$ cat config.mk
export PLATFORM = sky130hd
export DESIGN_NAME = first_counter
export DESIGN_NICKNAME = d
export VERILOG_FILES = /design/src/rtl/first_counter_pkg.sv /design/src/rtl/first_counter.sv
export SDC_FILE = /design/constraint.sdc
export NUM_CORES = 1
export LEC_CHECK = 0
export CORE_AREA = 2 2 39 41
export DETAILED_ROUTE_END_ITERATION = 10
export DIE_AREA = 0 0 41 43
export GPL_TIMING_DRIVEN = 0
export PLACE_DENSITY = 0.38
export SYNTH_ARGS = -nofsm -noshare
export SYNTH_HDL_FRONTEND = slang
export SYNTH_SLANG_ARGS = --single-unit
$ cat constraint.sdc
create_clock -name clk -period 2.1 [get_ports clk]
set_input_delay 0.21 -clock clk [delete_from_list [all_inputs] [get_ports clk]]
set_output_delay 0.21 -clock clk [all_outputs]
set_load 0.01 [all_outputs]
$ cat src/rtl/first_counter_pkg.sv
// Shared constants and helpers for first_counter: the default width and the
// all-ones terminal count derived from a given width.
package first_counter_pkg;

  localparam int FIRST_COUNTER_WIDTH = 4;

  // Terminal count 2^width-1; widths above 31 are not supported.
  function automatic logic [31:0] max_count(input int unsigned width);
    max_count = (32'd1 << width) - 32'd1;
  endfunction

endpackage

$ cat src/rtl/first_counter.sv
// WIDTH-bit up-counter with count enable and a sticky overflow flag.
// Build option FIRST_COUNTER_SATURATE_EN: hold at the maximum instead of wrapping.
module first_counter
  import first_counter_pkg::*;
#(
  parameter int WIDTH = FIRST_COUNTER_WIDTH
) (
  input  logic             clk,
  input  logic             reset,
  input  logic             enable,
  output logic [WIDTH-1:0] counter_out,
  output logic             overflow_out
);

  localparam logic [WIDTH-1:0] MAX_COUNT = WIDTH'(max_count(WIDTH));

  logic [WIDTH-1:0] count_q;
  logic [WIDTH-1:0] count_d;
  logic             ovf_q;
  logic             ovf_d;
  logic             at_max_s;

  assign at_max_s = (count_q == MAX_COUNT);

  // Next-state: advance on enable; the terminal-count edge sets the sticky flag.
  always_comb begin
    count_d = count_q;
    ovf_d   = ovf_q;
    if (enable) begin
      if (at_max_s) begin
`ifdef FIRST_COUNTER_SATURATE_EN
        count_d = count_q;
`else
        count_d = '0;
`endif
        ovf_d   = 1'b1;
      end else begin
        count_d = count_q + WIDTH'(1'b1);
        ovf_d   = ovf_q;
      end
    end else begin
      count_d = count_q;
      ovf_d   = ovf_q;
    end
  end

  // State registers with synchronous active-low reset taking priority over enable.
  always_ff @(posedge clk) begin
    if (!reset) begin
      count_q <= '0;
      ovf_q   <= 1'b0;
    end else begin
      count_q <= count_d;
      ovf_q   <= ovf_d;
    end
  end

  assign counter_out  = count_q;
  assign overflow_out = ovf_q;

endmodule

==> metrics list, run 1 <==
* Result of the run: complete, no violations
- The count of endpoints failing hold in the final timing report came to 0.
- In this run the register-to-register setup slack is 0.97 ns.
- Mapped Nets: 27
* Clock tree skew after final layout: 0.00411 ns
- Post-DR wirelength/cell: 9.18 um
- Routability congestion estimate: 0.750
- The share of the Yosys chip area taken by registers is 0.449.
* Worst path buffer plus inverter count: 1
* Crit-path cells: clkdlybuf4s50_1
- The critical path starts at counter_out[0].
* Classification of the worst-slack hold path: flip-flop to flip-flop
* Non-filler instance count after layout: 50
* DRC violation count after routing: 0
- The die covers 1760 um^2.
- Final setup violation count: 0
- Count of antenna-violating nets left after detailed routing: 0
* Total length of routed met3 wires: 28 um
* Final number of max-transition violations: 0
- Pwr Density: 702 nW/um^2
- Critical Path RT: 1.89 ns
- For this run, the number of Yosys warnings is 0.
- Fraction of final layout cells sized beyond drive strength 1: 0.118
- The number of gates resized after CTS was 0.
- The startpoint identified for the worst hold timing path is counter_out[3].
- Once detailed placement completed, the half-perimeter wirelength came to 354 um.
* Destination of the worst hold path: counter_out[3]
* Pin count of the biggest net entering global routing: 7
- Setup repair after global routing left no endpoint under its margin.
* Count of cells along the worst register-to-register path: 4
* Tmin final: 1.44 ns
- Fill cell instance count of the final layout: 147
- Overall Global Routing Usage: 0.0663
- The floorplan has 14 rows.
- 1st-pass router iterations: 2
* Insertion delay to the later sink of the worst-skew pair: 0.24 ns
* Average via count per standard cell: 3.96
- The floorplan step set the die width to 41 um.
- Post-CTS setup buffer count: 0
* Fmax: 694 MHz
- Synthesized instance count: 23
* Die Y: 43 um
* CP top delay family: buffers and inverters
* Hold Path Cell Cnt: 2
- Slew at the pin closest to its max-slew limit: 0.220 ns
* Mapped cell area: 223 um^2
- The region available for standard cell placement spans 1380 um^2.
* Critical-path maximum fanout: 6
* Library cell contributing the largest single delay on the critical path: clkdlybuf4s50_1
- In this run, post-CTS hold repair placed 0 buffers.
- The tree is rooted in a clkbuf_4.
- Buffer levels on the longest clock path: 2
* Critical Path Start Type: flip-flop
- Uppermost layer routed: met4
- Biggest cell delay along the critical path: 0.57 ns
- Each instance of the synthesized netlist takes up on average 9.68 um^2.
- Clock-pin slew reported for the worst setup and hold paths after clock tree synthesis: 0.05 ns
- The routed layout has 198 vias.
* Buffers on Ports: 7
- TritonCTS built the clock tree.
- WL met1: 190 um
- Starting DRT DRC Count: 4
- Terminus of the critical flop-to-flop path: counter_out[2]
- GRT Residual Overflow: 0
* Total leakage power: 0.118 nW
* Max-cap violations: 0
- TritonCTS created 3 clock buffers.
* Number of antenna violations at the first check in global routing: 0
* Number of H-tree branching levels: 1
- Dividing the final minimum period by the clock period gives 0.687.
* Area growth from synthesis to final layout: 52.2%
- Summed over all layers, the routed wires come to 459 um.
* Synth Register Bits: 5
* Type of the worst setup path: flip-flop to primary output
- In this run the count of I/O pins placed on the die edge is 8.
* Initial core utilization: 0.161
* Post-Place Worst Slack: 0.685 ns
- Clock tree sinks: 5
- Maximum VDD drop: 0.293 mV
* CP arrival: 1.23 ns
- CP endpoint kind: primary output
- Setup tns final: 0 ns
- Number of antenna repair diodes: 0
- The first global-routing pass estimated 703 um of wire.
- In the final design database the tool counted 39 nets.
- The worst register-to-register path begins at counter_out[0].
* Number of distinct library cell variants in the gate-level netlist after synthesis: 17
- Max-Slew Margin vs Limit: 0.853
- Vias in the first global route: 179
- Placed Cells incl. Taps: 46
- In the post-route analysis, the smallest setup slack over all paths is 0.658 ns.
- Met2 Wirelength: 230 um
registers in the layout, summed over array words and instances (netlist names):
name	cells
counter_out	4
overflow_out	1
Yosys cell counts, drive strengths merged:
library cell,instances,area share
and2,1,0.028
a41oi,1,0.039
nor2b,2,0.056
xnor2,1,0.039
o21ai,1,0.022
nand2b,1,0.028
dfxtp,5,0.45
or3,1,0.028
a21boi,2,0.067
nand3b,1,0.034
nand3,1,0.022
nand2,3,0.062
mux2i,1,0.045
a21oi,1,0.022
ha,1,0.056
power breakdown:
part           switching (mW)  internal (mW)  total (mW)  leakage, nW
Clock                  0.0407         0.0719       0.113       0.0150
Combinational         0.00842         0.0141      0.0225       0.0620
Sequential            0.00452         0.0983       0.103       0.0407
Total                  0.0536          0.184       0.238        0.118
area by class of cell:
class | count | area, um^2 | area share
multi-input cells | 18 | 123 | 0.362
well taps | 16 | 20.0 | 0.0590
flip-flops and latches | 5 | 100 | 0.295
repair buffers | 7 | 70.1 | 0.207
clock buffers | 4 | 26.3 | 0.0775
worst max-delay path by stage:
stage	endpoint	cells after the start
floorplan	counter_out[2]	4
finish	counter_out[0]	1
CTS	counter_out[0]	1
global route	counter_out[0]	1
global placement	counter_out[3]	4
detailed placement	counter_out[3]	4
metal layers:
metal	vias up	GRT usage
met5	-	0
met4	0	0.100
met3	2	0.0209
met2	4	0.0781
met1	88	0.0707
li1	104	-
cell families (layout without fill, tap and decap cells):
group                    after synthesis  after routing  share of synthesized area
AO/OA/AOI/OAI                          5              5                      0.152
multiplexers                           1              1                     0.0449
buffers and inverters                  0             11                          0
AND/OR/NAND/NOR                       10             10                      0.258
adder cells (fa/ha/maj)                1              1                     0.0562
XOR/XNOR                               1              1                     0.0393
flip-flops                             5              5                      0.449
metrics by stage:
stage | power [mW] | util | area, um^2 | hold slack [ns]
final | 0.238 | 0.245 | 339 | 0.516
after global routing | 0.253 | 0.245 | 339 | 0.572
after CTS | 0.245 | 0.245 | 339 | 0.516
after detailed placement | 0.128 | 0.226 | 313 | 0.501
after global placement | 0.127 | 0.226 | 313 | 0.482
after floorplan | 0.114 | - | 223 | 0.332
cell usage in the layout (no fill, tap or decap), drive strengths merged:
cell / synthesis / final
dfxtp: 5 / 5
nand3: 1 / 1
nand2: 3 / 3
a41oi: 1 / 1
o21ai: 1 / 1
nor2b: 2 / 2
a21boi: 2 / 2
ha: 1 / 1
nand3b: 1 / 1
nand2b: 1 / 1
and2: 1 / 1
clkbuf: 0 / 4
mux2i: 1 / 1
a21oi: 1 / 1
xnor2: 1 / 1
or3: 1 / 1
clkdlybuf4s50: 0 / 7
No activity file was read; power rests on OpenSTA's default activity.
==> inputs of run 2 (changes only) <==
Settings changed: PLACE_DENSITY 0.38 to 0.39.
Clock period 2.1 ns to 1.2 ns, I/O delays scaled along.
==> metrics list, run 2 (synthesized netlist as in run 1, its figures left out) <==
* Area growth from synthesis to final layout: 50.6%
- Non-filler instance count after layout: 50 (unchanged)
- The H-tree depth is 1 (unchanged).
* Vias post-DR: 195 (-1.5%)
* Number of flip-flops in the largest register: 4 (unchanged)
- The standard cell core area is 1380 um^2 (unchanged).
* Critical Path RT: 1.08 ns (-0.81 ns)
* Terminus of the critical flop-to-flop path: counter_out[2]
* Buffer levels on the longest clock path: 2 (unchanged)
- Number of antenna repair diodes: 0 (unchanged)
* Type of the worst setup path: flip-flop to primary output
* Critical Path Start Type: flip-flop
* Root Buffer: clkbuf_4
* Final number of max-transition violations: 0 (unchanged)
- The number of nets in the layout is 39 (unchanged).
* CP arrival: 0.93 ns (-0.30 ns)
* Post-DR wirelength/cell: 8.40 um (-8.5%)
- The final estimated routing congestion in global placement is 0.643 (-14%).
- Overall Global Routing Usage: 0.0671 (+0.000869)
- Pin count of the biggest net entering global routing: 7 (unchanged)
- The effective utilization at floorplan was 0.161 (unchanged).
* Met3 track utilization from global routing: 0.0471 (+0.0262)
* Fraction of final layout cells sized beyond drive strength 1: 0.176 (+0.0588)
- The overall die area is 1760 um^2 (unchanged).
- Average via count per standard cell: 3.90 (-1.5%)
- Final worst path period share: 0.874
- The tightest slew margin relative to the limit was 0.866 (+0.0129).
* Pwr Density: 1220 nW/um^2 (+74%)
* Crit. Startpoint: counter_out[2]
- The number of rows created at floorplan is 14 (unchanged).
* Leading cell types in the layout, fill and taps excluded: dlygate4sd2_1, clkbuf_4, dfxtp_1
- Clock-pin slew reported for the worst setup and hold paths after clock tree synthesis: 0.04 ns (about the same)
- The initial antenna violation count came to 0 (unchanged).
- The final setup violation count is 0 (unchanged).
- The total buffers and inverters traversed by the critical path came to 1 (unchanged).
- Result of the run: complete, no violations
* Gr busiest metal: met1
- The static power due to leakage came to 0.140 nW (+19%).
* Die Y: 43 um (unchanged)
- Classification of the worst-slack hold path: flip-flop to flip-flop
- Buffers on Ports: 7 (unchanged)
- Count of antenna-violating nets left after detailed routing: 0 (unchanged)
- Library cell contributing the largest single delay on the critical path: dfxtp_1
* Number of primary I/O pins: 8 (unchanged)
* CP top delay family: flip-flops
* Crit-path cells: dlygate4sd2_1
- RSZ-0062 raised after global routing: no
- The worst-skew pair later-pin latency came to 0.24 ns (about the same).
* Maximum VDD drop: 0.325 mV (+11%)
- The total of fill cells in the finished design came to 162 (+10%).
- Clock tree skew after final layout: 0.000104 ns (-0.00401 ns)
- Clock tree sinks: 5 (unchanged)
- The count of endpoints failing hold in the final timing report came to 0 (unchanged).
- Final WL: 420 um (-8.5%)
- The number of buffers inserted during clock tree synthesis came to 3 (unchanged).
- R2R setup slack: 0.15 ns (-0.82 ns)
* GRT Residual Overflow: 0 (unchanged)
* Routing usage on met1: 0.0831 (+0.0123)
* Hold Path Cell Cnt: 2 (unchanged)
- Leaving out fill and tap cells, the most frequent cell in the layout is dlygate4sd2_1.
- The max capacitance violation total came to 0 (unchanged).
* Global routing met2 resource utilization: 0.0719 (-0.00625)
- Fmax: 954 MHz
* Starting DRT DRC Count: 2 (-2)
- The startpoint identified for the worst hold timing path is overflow_out.
- The number of cells after detailed placement is 46 (unchanged).
- In this run the critical register-to-register path is launched from counter_out[0].
- The slew at the pin closest to its max-slew limit is 0.201 ns (-0.0193 ns).
- Destination of the worst hold path: overflow_out
- The first-pass GRT wire length was 731 um (+4.0%).
* DRC violation count after routing: 0 (unchanged)
* 1st-pass router iterations: 2 (unchanged)
* Count of cells along the worst register-to-register path: 4 (unchanged)
- TritonCTS clock tree: done
* Vias in the first global route: 179 (unchanged)
- The die outline width was 41 um (unchanged).
- CP endpoint kind: primary output
- Critical-path maximum fanout: 5 (-1)
- Tmin final: 1.05 ns
- The total chip power is 0.410 mW (+72%).
- The peak per-stage delay on the critical path is 0.40 ns (-0.17 ns).
## run 2: cell count changes in the layout (fill, tap and decap cells not counted), sizes merged
cell | before | now
clkdlybuf4s50 | 7 | 2
dlygate4sd2 | 0 | 5
## run 2: layer usage
metal,vias up,wire length (um)
li1,105,-
met1,87,202
met2,3,194
met3,0,24
met4,0,0
met5,-,0
## run 2: power breakdown
group	internal (mW)	total, mW	switching, mW	leakage (nW)
logic	0.0211	0.0353	0.0142	0.0840
registers	0.173	0.181	0.00764	0.0414
clock network	0.126	0.194	0.0681	0.0150
total	0.320	0.410	0.0899	0.140
## run 2: worst max path at each step
stage                     cells past startpoint        endpoint  slack [ns]
final                                         1  counter_out[2]        0.15
after global routing                          1  counter_out[2]        0.09
after CTS                                     1  counter_out[2]        0.14
after detailed placement                      4  counter_out[3]       -0.11
after global placement                        4  counter_out[3]        -0.1
after floorplan                               4  counter_out[2]         0.1
## run 2: tightest hold or removal path, delay by kind of cell (launching register included)
family	cells	cell delay [ns]
DFF	1	0.32
and+or+nand+nor	1	0.10
AOI/OAI and AO/OA	1	0.04
## run 2: repair_timing
item | CTS | global route
setup buffers | 0 | 0
hold buffers | 0 | 0
gates resized for setup | 7 | 0
endpoints found under the setup margin | 5 | 0
## run 2: final cells by class
cell class,count,area (um^2),share of cell area
clock buffers,4,26.3,0.0784
well taps,16,20.0,0.0597
repair buffers,7,63.8,0.190
multi-input cells,18,123,0.366
flip-flops and latches,5,103,0.306
## run 2: metrics by stage
step	util	instance area (um^2)	worst slack, ns	hold WS, ns	setup TNS, ns
finish	0.242	335	0.151	0.503	0
global route	0.242	335	0.0882	0.537	0
CTS	0.242	335	0.138	0.512	0
detailed placement	0.226	313	-0.110	0.503	-0.110
global placement	0.226	313	-0.0964	0.486	-0.0964
floorplan	-	223	0.0978	0.242	0
